File: src/rtl/mem_access_stage_if.sv
// Data-memory bus between the MEM-stage access unit (master) and memory (slave).
interface mem_access_stage_if;
    logic        dmem_req;
    logic        dmem_we;
    logic [31:0] dmem_addr;
    logic [31:0] dmem_wdata;
    logic [3:0]  dmem_be;
    logic        dmem_ready;
    logic [31:0] dmem_rdata;

    modport master (
        output dmem_req, dmem_we, dmem_addr, dmem_wdata, dmem_be,
        input  dmem_ready, dmem_rdata
    );

    modport slave (
        input  dmem_req, dmem_we, dmem_addr, dmem_wdata, dmem_be,
        output dmem_ready, dmem_rdata
    );
endinterface

File: src/rtl/mem_access_stage.sv
// MEM-stage data-memory access unit: launches one bus transfer per load/store,
// stalls the pipeline until it completes or times out, and extends load data.
//
// state | meaning
// IDLE  | waiting for a load/store in MEM; accepts it in the same cycle
// BUSY  | request outstanding on the bus, pipeline frozen
// DONE  | transfer finished, result presented, pipeline advances
module mem_access_stage #(
    parameter int TIMEOUT = 16,
    parameter int CNT_W   = 5
) (
    input  logic                clk,
    input  logic                rst,
    input  logic [31:0]         alu_result_i,
    input  logic [31:0]         write_data_i,
    input  logic                mem_read_i,
    input  logic                mem_write_i,
    input  logic [1:0]          mem_size_i,
    input  logic                mem_unsigned_i,
    mem_access_stage_if.master  dmem,
    output logic [31:0]         data_from_mem_o,
    output logic                stall_o,
    output logic                wb_we_kill_o,
    output logic                misalign_o,
    output logic                bus_error_o
);

    typedef enum logic [1:0] {IDLE, BUSY, DONE} state_t;

    state_t             state_q;
    logic               req_q, we_q, berr_q;
    logic [31:0]        addr_q, wdata_q, data_q;
    logic [3:0]         be_q;
    logic [1:0]         size_q, lane_q;
    logic               uns_q, load_q;
    logic [CNT_W-1:0]   cnt_q;

    logic               op, misaligned, accept;
    logic [3:0]         be_d;
    logic [31:0]        wdata_d, load_ext;
    logic [7:0]         byte_sel;
    logic [15:0]        half_sel;

    // Alignment check, byte enables and lane replication for the incoming access.
    always_comb begin
        op         = mem_read_i | mem_write_i;
        misaligned = 1'b0;
        be_d       = 4'b1111;
        wdata_d    = write_data_i;
        case (mem_size_i)
            2'b00: begin
                be_d    = 4'b0001 << alu_result_i[1:0];
                wdata_d = {4{write_data_i[7:0]}};
            end
            2'b01: begin
                misaligned = alu_result_i[0];
                be_d       = alu_result_i[1] ? 4'b1100 : 4'b0011;
                wdata_d    = {2{write_data_i[15:0]}};
            end
            default: misaligned = |alu_result_i[1:0];
        endcase
        accept = (state_q == IDLE) && op && !misaligned;
    end

    // Lane extraction and extension of the returned word, using the registered access.
    always_comb begin
        byte_sel = dmem.dmem_rdata[8*lane_q +: 8];
        half_sel = lane_q[1] ? dmem.dmem_rdata[31:16] : dmem.dmem_rdata[15:0];
        case (size_q)
            2'b00:   load_ext = {{24{byte_sel[7] & ~uns_q}}, byte_sel};
            2'b01:   load_ext = {{16{half_sel[15] & ~uns_q}}, half_sel};
            default: load_ext = dmem.dmem_rdata;
        endcase
    end

    // Sequencer: capture the access, hold the request, finish on ready or timeout.
    always_ff @(posedge clk) begin
        if (rst) begin
            state_q <= IDLE;
            req_q   <= 1'b0;
            we_q    <= 1'b0;
            addr_q  <= '0;
            wdata_q <= '0;
            be_q    <= '0;
            size_q  <= '0;
            lane_q  <= '0;
            uns_q   <= 1'b0;
            load_q  <= 1'b0;
            data_q  <= '0;
            cnt_q   <= '0;
            berr_q  <= 1'b0;
        end else begin
            case (state_q)
                IDLE: begin
                    if (accept) begin
                        req_q   <= 1'b1;
                        we_q    <= mem_write_i;
                        addr_q  <= {alu_result_i[31:2], 2'b00};
                        wdata_q <= wdata_d;
                        be_q    <= be_d;
                        size_q  <= mem_size_i;
                        lane_q  <= alu_result_i[1:0];
                        uns_q   <= mem_unsigned_i;
                        load_q  <= mem_read_i & ~mem_write_i;
                        cnt_q   <= '0;
                        state_q <= BUSY;
                    end
                end
                BUSY: begin
                    if (dmem.dmem_ready) begin
                        req_q   <= 1'b0;
                        data_q  <= load_q ? load_ext : 32'h0;
                        state_q <= DONE;
                    end else if (cnt_q == CNT_W'(TIMEOUT - 1)) begin
                        req_q   <= 1'b0;
                        berr_q  <= 1'b1;
                        data_q  <= '0;
                        state_q <= DONE;
                    end else begin
                        cnt_q <= cnt_q + 1'b1;
                    end
                end
                default: state_q <= IDLE;
            endcase
        end
    end

    // Pipeline control is combinational so the freeze takes effect in the accept cycle.
    always_comb begin
        misalign_o      = !rst && (state_q == IDLE) && op && misaligned;
        stall_o         = !rst && (accept || (state_q == BUSY));
        wb_we_kill_o    = stall_o || misalign_o;
        data_from_mem_o = (state_q == DONE) ? data_q : 32'h0;
    end

    assign dmem.dmem_req   = req_q;
    assign dmem.dmem_we    = we_q;
    assign dmem.dmem_addr  = addr_q;
    assign dmem.dmem_wdata = wdata_q;
    assign dmem.dmem_be    = be_q;
    assign bus_error_o     = berr_q;

endmodule

File: src/flat_wrapper.sv
// flat-port wrapper written by rule: the top's interface ports become plain ports
module mem_access_stage_flat 
#(
    parameter int TIMEOUT = 16,
    parameter int CNT_W   = 5
)
  (clk, rst, alu_result_i, write_data_i, mem_read_i, mem_write_i, mem_size_i, mem_unsigned_i, data_from_mem_o, stall_o, wb_we_kill_o, misalign_o, bus_error_o, dmem_dmem_req, dmem_dmem_we, dmem_dmem_addr, dmem_dmem_wdata, dmem_dmem_be, dmem_dmem_ready, dmem_dmem_rdata);
  mem_access_stage_if dmem_i ();
  input  logic clk;
  input  logic rst;
  input  logic [31:0] alu_result_i;
  input  logic [31:0] write_data_i;
  input  logic mem_read_i;
  input  logic mem_write_i;
  input  logic [1:0] mem_size_i;
  input  logic mem_unsigned_i;
  output logic [31:0] data_from_mem_o;
  output logic stall_o;
  output logic wb_we_kill_o;
  output logic misalign_o;
  output logic bus_error_o;
  output wire logic [$bits(dmem_i.dmem_req)-1:0] dmem_dmem_req;
  output wire logic [$bits(dmem_i.dmem_we)-1:0] dmem_dmem_we;
  output wire logic [$bits(dmem_i.dmem_addr)-1:0] dmem_dmem_addr;
  output wire logic [$bits(dmem_i.dmem_wdata)-1:0] dmem_dmem_wdata;
  output wire logic [$bits(dmem_i.dmem_be)-1:0] dmem_dmem_be;
  input wire logic [$bits(dmem_i.dmem_ready)-1:0] dmem_dmem_ready;
  input wire logic [$bits(dmem_i.dmem_rdata)-1:0] dmem_dmem_rdata;
  assign dmem_dmem_req = dmem_i.dmem_req;
  assign dmem_dmem_we = dmem_i.dmem_we;
  assign dmem_dmem_addr = dmem_i.dmem_addr;
  assign dmem_dmem_wdata = dmem_i.dmem_wdata;
  assign dmem_dmem_be = dmem_i.dmem_be;
  assign dmem_i.dmem_ready = dmem_dmem_ready;
  assign dmem_i.dmem_rdata = dmem_dmem_rdata;
  mem_access_stage #(.TIMEOUT(TIMEOUT), .CNT_W(CNT_W)) u_core (.clk(clk), .rst(rst), .alu_result_i(alu_result_i), .write_data_i(write_data_i), .mem_read_i(mem_read_i), .mem_write_i(mem_write_i), .mem_size_i(mem_size_i), .mem_unsigned_i(mem_unsigned_i), .dmem(dmem_i), .data_from_mem_o(data_from_mem_o), .stall_o(stall_o), .wb_we_kill_o(wb_we_kill_o), .misalign_o(misalign_o), .bus_error_o(bus_error_o));
endmodule
File: config.mk
export PLATFORM = sky130hd
export DESIGN_NAME = mem_access_stage_flat
export DESIGN_NICKNAME = d
export VERILOG_FILES = /design/src/rtl/mem_access_stage_if.sv /design/src/rtl/mem_access_stage.sv /design/src/flat_wrapper.sv
export SDC_FILE = /design/constraint.sdc
export NUM_CORES = 1
export LEC_CHECK = 0
export BUFFER_PORTS_ARGS = -buffer_cell sky130_fd_sc_hd__buf_2
export CAP_MARGIN = 20
export CORE_MARGIN = 2
export CORE_UTILIZATION = 30
export CTS_CLUSTER_SIZE = 12
export DETAILED_ROUTE_END_ITERATION = 12
export GPL_TIMING_DRIVEN = 0
export PLACE_DENSITY_LB_ADDON = 0.08
export SYNTH_ARGS = -nofsm -noshare
export SYNTH_HDL_FRONTEND = slang
export SYNTH_SLANG_ARGS = --single-unit
export TNS_END_PERCENT = 100
File: constraint.sdc
create_clock -name clk -period 2.1 [get_ports clk]
set_input_delay 0.105 -clock clk [delete_from_list [all_inputs] [get_ports clk]]
set_output_delay 0.105 -clock clk [all_outputs]
set_load 0.05 [all_outputs]
==> Yosys cells after proc, flatten, opt, wreduce, memory -nomap -nowiden <==
Index checks and enable logic that the tools add are counted.
W data, S select, Z words.
{ "classes": {"n_addsub": 1, "multipliers": 0, "div": 0, "magnitude_cmp": 0, "n_eq_ne": 9, "n_shift": 2, "muxes": 22, "bitwise": 7, "reduce_logical": 22} }
{ "ops": {"columns": ["op", "n"], "rows": [
  ["$mux W32", 4],
  ["$pmux W32 S2", 2],
  ["$shiftx A32 B6 Y8", 1],
  ["$mux W16", 1],
  ["$mux W5", 3],
  ["$pmux W5 S2", 1],
  ["$pmux W4 S2", 1],
  ["$eq A2 B1 Y1 const B", 3],
  ["$logic_and A1 B1 Y1", 6],
  ["$logic_not A2 Y1", 3],
  ["$mux W2", 3],
  ["$reduce_and A2 Y1", 3],
  ["$reduce_and A3 Y1", 2],
  ["$add A5 B1 Y5 const B", 1],
  ["$eq A5 B4 Y1 const B", 1],
  ["$mux W4", 1],
  ["$ne A2 B2 Y1 const B", 2],
  ["$pmux W1 S2", 2],
  ["$pmux W2 S2", 1],
  ["$reduce_and A4 Y1", 1],
  ["$reduce_bool A2 Y1", 2],
  ["$shl A1 B2 Y4 const A", 1],
  ["$and A1 B1 Y1", 3],
  ["$mux W1", 3],
  ["other kinds (8)", 12]
]} }
{ "totals": {"ff_bits": 114, "latch_bits": 0, "mem_bits_rw": 0, "rom_bits": 0, "inputBits": 104, "out_inout_bits": 106, "wordCells": 76, "memories": 0} }

==> Longest topological paths before layout <==
{ "depth": {"ltp_word": 7, "depth_mapped": 8, "ltp_nobuf": 7} }

==> Worst setup path after synthesis <==
OpenSTA, ideal clock, no wires.
{ "synth_path": {"path_kind": "register to output", "startpoint": "register u_core.state_q[1]", "endpoint": "output misalign_o", "arrival_time_ps": 2041, "required_time_ps": 1995, "setup_slack_ps": -46, "path_stages_with_launch": 4, "n_path_buf": 0, "cell_sequence": "dfxtp_1 nor2_1 o21ai_0 nor4_1"} }
{ "synth_via": {"elab_chain_cells": 4} }
{ "synth_rtl": {"columns": ["element", "line_no", "text"], "rows": [
  ["from (decl)", "mem_access_stage.sv:30", "state_t state_q;"],
  ["from (signal assigned)", "mem_access_stage.sv:79", "state_q <= IDLE;"],
  ["from (signal assigned)", "mem_access_stage.sv:106", "state_q <= BUSY;"],
  ["from (signal assigned)", "mem_access_stage.sv:113", "state_q <= DONE;"],
  ["$logic_not A2 Y1", "mem_access_stage.sv:130", "misalign_o = !rst && (state_q == IDLE) && op && misaligned;"],
  ["$logic_and A1 B1 Y1 (3 in a row)", "mem_access_stage.sv:130", null],
  ["to (decl)", "flat_wrapper.sv:20", "output logic misalign_o;"]
]} }
No other way between the ends.

==> Worst setup path in the final report <==
{ "layout_path": {"startpoint": "register u_core.cnt_q[0]", "endpoint": "register u_core.cnt_q[4]"} }
{ "layout_via": {"elab_chain_cells": 4, "elab_cells_between_ends": 7, "classes_between": "add/sub: 1; eq/ne: 2; mux: 3; reduce/logical: 1"} }
{ "layout_rtl": {"columns": ["element", "line_no", "text"], "rows": [
  ["from (decl)", "mem_access_stage.sv:36", "logic [CNT_W-1:0] cnt_q;"],
  ["from (signal assigned)", "mem_access_stage.sv:120", "cnt_q <= cnt_q + 1'b1;"],
  ["$add A5 B1 Y5", "mem_access_stage.sv:120", null],
  ["$mux W5", "mem_access_stage.sv:114", "end else if (cnt_q == CNT_W'(TIMEOUT - 1)) begin"],
  ["$mux W5", "mem_access_stage.sv:110", "if (dmem.dmem_ready) begin"],
  ["$pmux W5 S2", "mem_access_stage.sv:93", "case (state_q)"]
]} }
Several ways; a longest one is shown, not always the timed one. The select of a mux whose other input is x is not followed.
A chain may end at the register's enable or synchronous reset.

==> flow_summary.ini <==
[timing]
finalHoldViolations = 0
timing.fmax_mhz = 499
period_minus_slack_ns = 2.00
timing.slew.headroom_pct = 59.9
tightestPinTransition_ns = 0.601
drv_slew = 0
fin_tns_setup_ns = 0
finClkSkew_ns = 0.00984
setup_viol = 0
period_share_pct = 95.4

[setup_path]
required_ns = 2.38
crit_path_end_kind = register
crit_path_start_kind = register
critPathKind = reg2reg
r2r_end = u_core.cnt_q[4]$_SDFFE_PP0P_
reg2regPathDepth = 6
reg2reg_slack_ns = 0.1
crit_fanout = 5
reg2reg_from = u_core.cnt_q[0]$_SDFFE_PP0P_
cp_data_arrival_time_ns = 2.28

[synth]
postSynthRegisterBits = 114
synth_area_um2 = 5090
yosysTopAreaCell = dfxtp_1
synth_common_cells = 116 x nand2_1, 114 x dfxtp_1, 69 x a21oi_1, 33 x and2_1, 32 x nor2_1
synth_area_per_cell_um2 = 8.50
synthArstFlopShare_pct = 0
yosysWarnings = 0
synth_edf_count = 0
yosysSeqAreaShare_pct = 44.8
yosysMostFrequentCell = nand2_1
synth_cell_types = 51
synth.area.top_cells = dfxtp_1 45%, nand2_1 8.6%, a21oi_1 6.8%
synthCells = 599
synthDominantCellAreaShare_pct = 44.8
synth_flop_cell = dfxtp_1

[power]
combinationalPowerShare_pct = 20.9
powerDensity_nw_per_um2 = 855
power_leakage_nw = 3.51
switchingPower_mw = 2.06
swShare_pct = 30.7
ir_worst_vdd_mv = 0.554
p_int_mw = 4.63
pwr-share-seq_pct = 35.3
power_frac_clock_pct = 43.8

[placed_design]
place_hpwl_mm = 13.1
portBuffers = 206
place_congestion = 0.820
placed_area_um2 = 6410

[clocking]
cts_setup_buffers = 0
path_clk_slew_ns = 0.06
root_buffer = clkbuf_16
insertion_delay_ns = 0.41
cts.sinks = 114
numCtsBuffers = 17
clk_path_buf_depth = 2
cts_max_level = 4
cts_tree = done

[floorplanning]
pin_count = 210
num_rows = 47
fp.dieH_um = 134
dieArea_um2 = 18000
fp.dieW_um = 134
coreArea_um2 = 16600
start_util_pct = 30.7

[global_routing]
grt-ovfl-total = 0
grt_pass1_vias = 5358
grt_pass1_wl_mm = 27.8
antenna_found_initial = 2
grt_max_degree = 17
grt_usage_pct = 19.8

[final_layout]
fillers = 1677
regArea_um2 = 2280
final_nets = 1007
stdcell_area_um2 = 7830
syn_to_final_growth_pct = 53.7
multiInputGateArea_um2 = 2600
drive_above_1_share_pct = 32.2

[run]
drv_cap = 0

[routing]
drc = 0
routed_wl_mm = 17.9
via_count = 5493
ant_nets = 0
wire_per_inst_um = 15.7
drtPass1Iterations = 6
viasPerCell = 4.84
drt_iter0_drc = 285

[worst_hold_path]
hp-class = in2reg
hold_depth = 3
hp-start = write_data_i[24]
min_to = u_core.dmem.dmem_wdata[24]$_SDFFE_PP0P_

[outcome]
status = finished, final reports clean
==> area by class of cell <==
class / instances / area share [%]
Buffer: 51 / 3.12
Clock inverter: 10 / 1.58
Sequential cell: 114 / 29.2
Multi-Input combinational cell: 431 / 33.3
Inverter: 4 / 0.192
Timing Repair Buffer: 282 / 22.9
Clock buffer: 22 / 6.19
Antenna cell: 1 / 0.0320
Tap cell: 220 / 3.52
==> worst max-delay path, stage by stage (launching register included) <==
cell and delay (ns):
dfxtp_1 0.33, ha_1 0.22, and3_1 0.20, ha_2 0.19
or4b_2 0.69, a31oi_1 0.21, nor2_1 0.05
==> metal layers <==
layer / routed length (um) / share of wire, % / vias up / global-route usage [%]
met2: 8630 / 48 / 188 / 33.2
met3: 1290 / 7.2 / 23 / 6.73
met5: 13 / 0.073 / - / 0
met4: 353 / 2.0 / 2 / 7.13
li1: - / - / 2693 / -
met1: 7580 / 42 / 2587 / 23.4
==> power groups by stage <==
stage	clock [mW]	sequential, mW	combinational (mW)
after floorplan	0	2.78	0.489
after global placement	0	2.40	1.27
after detailed placement	0	2.40	1.28
after CTS	2.99	2.36	1.40
after global routing	3.10	2.37	1.51
final	2.93	2.36	1.40
==> cells in the final DEF, fill, tap and decap left out, types with 8 or more instances in the layout <==
cell type / count
buf_2: 220
nand2_1: 116
dfxtp_1: 114
dlygate4sd3_1: 76
a21oi_1: 69
and2_1: 33
nor2_1: 28
o21ai_0: 27
clkbuf_1: 25
mux2i_1: 23
nand2b_1: 19
clkbuf_16: 17
a211oi_1: 10
a311oi_1: 10
nor2b_1: 10
a221o_2: 9
o211ai_1: 9
mux2_2: 8
a32o_1: 8
==> cells by family after synthesis <==
kind of cell / after synthesis / share of synthesized area, %
xor gates and xnor gates: 2 / 0.344
AOI/OAI and AO/OA: 165 / 22.0
muxes: 32 / 6.58
adders and majority gates: 2 / 0.491
DFF: 114 / 44.8
buffers and inverters: 55 / 4.86
and+or+nand+nor: 228 / 20.9
other: 1 / 0.0736
==> through the flow <==
stage          cells  setup slack [ns]  utilization, %  power [mW]  hold WS (ns)
2_1_floorplan    600             0.206               -        3.27         0.241
3_3_place_gp    1026            -0.191            38.6        3.66         0.347
3_5_place_dp    1026            -0.242            38.6        3.68         0.353
4_1_cts         1134            0.0123            47.0        6.75      0.000879
5_1_grt         1135          -0.00800            47.2        6.98        0.0140
6_report        1135            0.0960            47.2        6.69        0.0134
==> registers in the layout, summed over array words and instances (netlist names) <==
register / flops
u_core.bus_error_o: 1
u_core.cnt_q: 5
u_core.dmem.dmem_wdata: 32
u_core.dmem.dmem_we: 1
u_core.load_q: 1
u_core.dmem.dmem_req: 1
u_core.uns_q: 1
u_core.state_q: 2
u_core.dmem.dmem_addr: 30
u_core.lane_q: 2
u_core.data_q: 32
u_core.dmem.dmem_be: 4
u_core.size_q: 2
==> what timing repair did <==
action	CTS	global route
pin swaps	0	0
endpoints found under the setup margin	61	59
endpoints found under the hold margin	75	0
hold buffers	76	0
resized for setup	7	16
==> worst max path at each step <==
| stage | start | end |
|---|---|---|
| after floorplan | u_core.cnt_q[0]$_SDFFE_PP0P_ | u_core.cnt_q[4]$_SDFFE_PP0P_ |
| after global placement | u_core.cnt_q[0]$_SDFFE_PP0P_ | u_core.data_q[30]$_SDFFE_PP0P_ |
| after detailed placement | u_core.cnt_q[0]$_SDFFE_PP0P_ | u_core.data_q[29]$_SDFFE_PP0P_ |
| after CTS | u_core.state_q[0]$_SDFFE_PP0P_ | stall_o |
| after global routing | u_core.state_q[0]$_SDFFE_PP0P_ | stall_o |
| final | u_core.cnt_q[0]$_SDFFE_PP0P_ | u_core.cnt_q[4]$_SDFFE_PP0P_ |
Note: power is estimated with default switching activity, not from simulation.
